$ cat src/rtl/operand_entry.sv
// operand_entry: debounced push-button capture of two 16-bit switch operands with a valid/ack handoff.
// Define OPERAND_ENTRY_DEBOUNCE_EN to include the debouncer; otherwise a bare rising-edge detector is used.
module operand_entry #(
  parameter int DEBOUNCE_CYCLES = 1000000
) (
  input  logic        CLK100MHZ,
  input  logic        Reset,
  input  logic [15:0] SW,
  input  logic        Center,
  input  logic        Ack,
  output logic [15:0] A,
  output logic [15:0] B,
  output logic        Valid,
  output logic [3:0]  LED
);

  typedef enum logic [1:0] {
    WAIT_A = 2'd0,
    WAIT_B = 2'd1,
    VALID  = 2'd2
  } state_t;

  if (DEBOUNCE_CYCLES < 2) begin : g_bad_debounce
    $error("operand_entry: DEBOUNCE_CYCLES must be at least 2");
  end

  state_t      state_q, state_d;
  logic        sync0_q, s_q;
  logic        press_q, press_d;
  logic        deb_s;
  logic [15:0] a_q, a_d;
  logic [15:0] b_q, b_d;
  logic        valid_q, valid_d;
  logic [2:0]  led_q, led_d;

  // Two-flop synchronizer for the raw button.
  always_ff @(posedge CLK100MHZ) begin
    if (Reset) begin
      sync0_q <= 1'b0;
      s_q     <= 1'b0;
    end else begin
      sync0_q <= Center;
      s_q     <= sync0_q;
    end
  end

`ifdef OPERAND_ENTRY_DEBOUNCE_EN
  localparam int CW = $clog2(DEBOUNCE_CYCLES);
  localparam logic [CW-1:0] CNT_MAX = CW'(DEBOUNCE_CYCLES - 1);

  logic [CW-1:0] cnt_q, cnt_d;
  logic          deb_q, deb_d;

  // Level changes are accepted only after a full run of differing samples; press marks the 0->1 flip.
  always_comb begin
    cnt_d   = cnt_q;
    deb_d   = deb_q;
    press_d = 1'b0;
    if (s_q == deb_q) begin
      cnt_d = '0;
    end else if (cnt_q == CNT_MAX) begin
      deb_d   = s_q;
      cnt_d   = '0;
      press_d = s_q;
    end else begin
      cnt_d = cnt_q + CW'(1);
    end
  end

  // Debouncer state.
  always_ff @(posedge CLK100MHZ) begin
    if (Reset) begin
      cnt_q <= '0;
      deb_q <= 1'b0;
    end else begin
      cnt_q <= cnt_d;
      deb_q <= deb_d;
    end
  end

  assign deb_s = deb_q;
`else
  logic s_dly_q;

  // One-cycle delay of the synchronized level for edge detection.
  always_ff @(posedge CLK100MHZ) begin
    if (Reset) begin
      s_dly_q <= 1'b0;
    end else begin
      s_dly_q <= s_q;
    end
  end

  assign press_d = s_q & ~s_dly_q;
  assign deb_s   = s_q;
`endif

  // Entry sequencing: A on the first press, B on the second, then hold until acknowledged.
  always_comb begin
    state_d = state_q;
    a_d     = a_q;
    b_d     = b_q;
    case (state_q)
      WAIT_A: begin
        if (press_q) begin
          a_d     = SW;
          state_d = WAIT_B;
        end else begin
          state_d = WAIT_A;
        end
      end
      WAIT_B: begin
        if (press_q) begin
          b_d     = SW;
          state_d = VALID;
        end else begin
          state_d = WAIT_B;
        end
      end
      VALID: begin
        // Ack wins over a coincident press; the press is discarded.
        if (Ack) begin
          state_d = WAIT_A;
        end else begin
          state_d = VALID;
        end
      end
      default: begin
        state_d = WAIT_A;
      end
    endcase
  end

  // Status outputs decode the next state so they change on the same edge as the state.
  always_comb begin
    valid_d = 1'b0;
    led_d   = 3'b001;
    case (state_d)
      WAIT_A:  led_d = 3'b001;
      WAIT_B:  led_d = 3'b010;
      VALID: begin
        led_d   = 3'b100;
        valid_d = 1'b1;
      end
      default: led_d = 3'b001;
    endcase
  end

  // State, operand and status registers.
  always_ff @(posedge CLK100MHZ) begin
    if (Reset) begin
      state_q <= WAIT_A;
      press_q <= 1'b0;
      a_q     <= 16'h0000;
      b_q     <= 16'h0000;
      valid_q <= 1'b0;
      led_q   <= 3'b001;
    end else begin
      state_q <= state_d;
      press_q <= press_d;
      a_q     <= a_d;
      b_q     <= b_d;
      valid_q <= valid_d;
      led_q   <= led_d;
    end
  end

  assign A     = a_q;
  assign B     = b_q;
  assign Valid = valid_q;
  assign LED   = {deb_s, led_q};

endmodule

$ cat config.mk
export PLATFORM = sky130hd
export DESIGN_NAME = operand_entry
export DESIGN_NICKNAME = d
export VERILOG_FILES = /design/src/rtl/operand_entry.sv
export SDC_FILE = /design/constraint.sdc
export NUM_CORES = 1
export LEC_CHECK = 0
export BUFFER_PORTS_ARGS = -buffer_cell sky130_fd_sc_hd__buf_4
export CAP_MARGIN = 0
export CORE_UTILIZATION = 41
export DETAILED_ROUTE_END_ITERATION = 10
export GPL_ROUTABILITY_DRIVEN = 0
export PLACE_DENSITY = 0.76
export RECOVER_POWER = 50
export SLEW_MARGIN = 20
export SYNTH_ARGS = -nofsm -noshare
export SYNTH_HDL_FRONTEND = slang
export SYNTH_SLANG_ARGS = --single-unit
$ cat constraint.sdc
create_clock -name CLK100MHZ -period 2.15 [get_ports CLK100MHZ]
set_input_delay 0.1075 -clock CLK100MHZ [delete_from_list [all_inputs] [get_ports CLK100MHZ]]
set_output_delay 0.1075 -clock CLK100MHZ [all_outputs]
set_load 0.005 [all_outputs]
==> summary.md <==
| Metric | Value |
|---|---|
| Final Cell Area | approximately 2200 µm² |
| Initial cell density of the core | 0.444 |
| Post-Syn Nets | approximately 180 |
| Reg2Reg Depth | 4 |
| Placed Area | approximately 2100 µm² |
| Clock network fraction of total power | 0.418 |
| Top cell type's share of synthesized area | 0.487 |
| Layout cells sized above 1 | 0.324 |
| Worst vdd ir | between 300 and 400 µV |
| Initial antenna violation count | 0 |
| RR Startpoint | state_q[1]$_SDFF_PP0_ |
| Tmin final | 1.81 ns |
| Pwr dens | just under 700 nW/µm² |
| Longest Clk Path Bufs | 2 |
| GR Overflow Total | 0 |
| Period utilisation layout | 0.842 |
| Hold Startpoint | Center |
| Setup WS pre-CTS | between 0.3 and 0.4 ns |
| CTS Buf Count | 5 |
| WL per Instance | 13.4 µm |
| CP required | around 2.3 ns |
| Most common cell after layout, fill and taps aside | nand2b_1 |
| Routed via count | 1200 |
| Setup violations, final | 0 |
| Failing checks | max-capacitance violations, max-slew violations |
| Worst hold-check path type | in -> reg |
| Synth unique cells | 21 |
| Largest net degree at the start of global routing | 57 |
| Post-CTS sizing | 0 |
| Met1 Wirelength | 1430 µm |
| CTS tree | done |
| DRT antenna net count | 0 |
| Nets | approximately 230 |
| Worst Hold End | sync0_q$_SDFF_PP0_ |
| Combinational share of power | 0.067 |
| Drt drc | 0 |
| CP endpoint kind | register |
| Antenna fix cells | 0 |
| Max_cap viols | 1 |
| Net load switching power | 0.301 mW |
| Synth Instances | roughly 160 |
| Status | finished with violations |
| GRT Total Usage | 0.168 |
| Crit path DAT | between 1.5 and 2 ns |
| Via count normalized by instance count | roughly 4.7 |
| TNS Setup | 0 ns |
| Seq/Total Area, Yosys | 0.487 |
| Die Span Y | around 66 µm |
| Number of warnings issued by yosys | 0 |
| Kind of critical path | reg -> reg |
| Max_slew headroom | -0.127 |
| Most frequent cells in the layout | 48 x nand2b_1, 41 x dfxtp_1, 34 x clkbuf_4 |
| Synth-to-Final Area Change | 30.2% |
| Switching share of power | 0.199 |
| Layout Skew | 0.00446 ns |
| CP Max Fanout | 8 |
| Hold buffers post-CTS | 0 |
| Site row count | 22 |
| Reg clk slew, reported paths | approximately 0.070 ns |
| Worst reg2reg endpoint | led_q[0]$_SDFF_PP1_ |
| Most area-consuming cells after synthesis | dfxtp_1 49%, mux2i_1 19%, nand2b_1 18% |
| Register bit total from synthesis | slightly above 40 |
| Routed wl met3 | between 100 and 150 µm |
| Core region area | about 3800 µm² |
| Flop pwr share | 0.515 |
| DRT Pass-1 Iters | 4 |
| Leak | between 0.9 and 1 nW |
| Final worst setup slack | ~0.34 ns |
| Clock Tree Root | clkbuf_8 |
| Final hold violations | 0 |
| Die X-Extent | 66.1 µm |
| Worst reg2reg setup slack | between 0.3 and 0.4 ns |
| Slew @ Worst Pin | about 1.7 ns |
| I/O Buffers | 56 |
| Pint | about 1.2 mW |
| Worst Setup Start Kind | register |
| Max-slew violation count | 57 |
| Minimum hold slack | 0.0780 ns |
| Buffer count from post-CTS setup fixing | 0 |
| Detailed Route Iter0 Violations | a little over 40 |
| Unrepaired setup endpoints after global routing | no |
| Met2 routed WL | about 1800 µm |
| # clock sinks | just over 40 |
| Max Clk Rate | roughly 550 MHz |
| DIE AREA | approximately 4400 µm² |
| Clock latency on the worst-skew pair | 0.29 ns |
| Hold Crit Depth | 2 |
| Avg Cell Area, Syn | about 11 µm² |
| H-tree depth | 2 |
| Drt total wl | 3430 µm |
| I/O Pins | 57 |
| First-pass GRT wire length | roughly 5400 µm |
| Mapped cell area | between 1500 and 2000 µm² |
| FILL cells | 337 |
| Vias in the first global route | 1197 |
| Largest area contributor in the netlist | dfxtp_1 |
| Max layer used | met4 |
-- cells in the mapped netlist (all sizes together) --
master and number:
and3b 1, or2 2, nand2b 48, buf 6, mux2i 32, a21oi 1, nand3b 1, nor3b 1
nor3 1, clkbuf 7, nor2b 6, xnor2 1, and2 1, or3b 2, nor2 1, ha 2
dfxtp 41, nand2 1
-- power by group through the flow --
stage | clock network [mW] | logic [mW] | registers [mW]
after floorplan | 0 | 0.0578 | 0.795
after global placement | 0 | 0.0978 | 0.795
after detailed placement | 0 | 0.102 | 0.796
after CTS | 0.639 | 0.102 | 0.779
after global routing | 0.679 | 0.110 | 0.779
final | 0.632 | 0.101 | 0.778
-- layout make-up --
cell class / count / area (µm²) / area share
sequential: 41 / 821 / 0.374
multi-input combinational: 101 / 774 / 0.353
clock buffer: 7 / 86.3 / 0.0393
timing repair buffer: 57 / 424 / 0.193
tap: 48 / 60.1 / 0.0274
clock inverter: 1 / 30.0 / 0.0137
-- metrics by stage --
| stage | util | power [mW] | cells |
|---|---|---|---|
| 6_report | 0.578 | 1.51 | 255 |
| 5_1_grt | 0.578 | 1.57 | 255 |
| 4_1_cts | 0.579 | 1.52 | 255 |
| 3_5_place_dp | 0.548 | 0.898 | 247 |
| 3_3_place_gp | 0.548 | 0.893 | 247 |
| 2_1_floorplan | - | 0.853 | 155 |
-- worst max path at each step --
stage,start,to,cells past startpoint
3_5_place_dp,state_q[1]$_SDFF_PP0_,led_q[0]$_SDFF_PP1_,4
4_1_cts,state_q[1]$_SDFF_PP0_,led_q[0]$_SDFF_PP1_,4
3_3_place_gp,state_q[1]$_SDFF_PP0_,led_q[0]$_SDFF_PP1_,4
2_1_floorplan,state_q[0]$_SDFF_PP0_,led_q[0]$_SDFF_PP1_,5
6_report,state_q[1]$_SDFF_PP0_,led_q[0]$_SDFF_PP1_,4
5_1_grt,state_q[1]$_SDFF_PP0_,led_q[0]$_SDFF_PP1_,4
-- per-layer routing --
metal  global-route usage  vias up
li1                     -      600
met1                0.190      569
met2                0.296       29
met3               0.0534        2
met4               0.0559        0
met5                    0        -
-- sequential cells by signal, indices dropped and copies added (netlist names), 2 cells and up --
| register | flops |
|---|---|
| A | 16 |
| B | 16 |
| led_q | 2 |
| state_q | 2 |
-- critical path: stages, from the launching register on --
cell and delay (ns):
dfxtp_1 0.45, or3b_2 0.51, and2_1 0.19, ha_1 0.28, or2_2 0.27
-- kinds of logic after synthesis --
logic type                 share of synthesized area
adders and majority gates                     0.0148
buffers and inverters                         0.0542
xor gates and xnor gates                     0.00519
DFF                                            0.487
muxes                                          0.190
AOI/OAI and AO/OA                            0.00296
and+or+nand+nor                                0.246
Power figures use the tool's default switching activity.
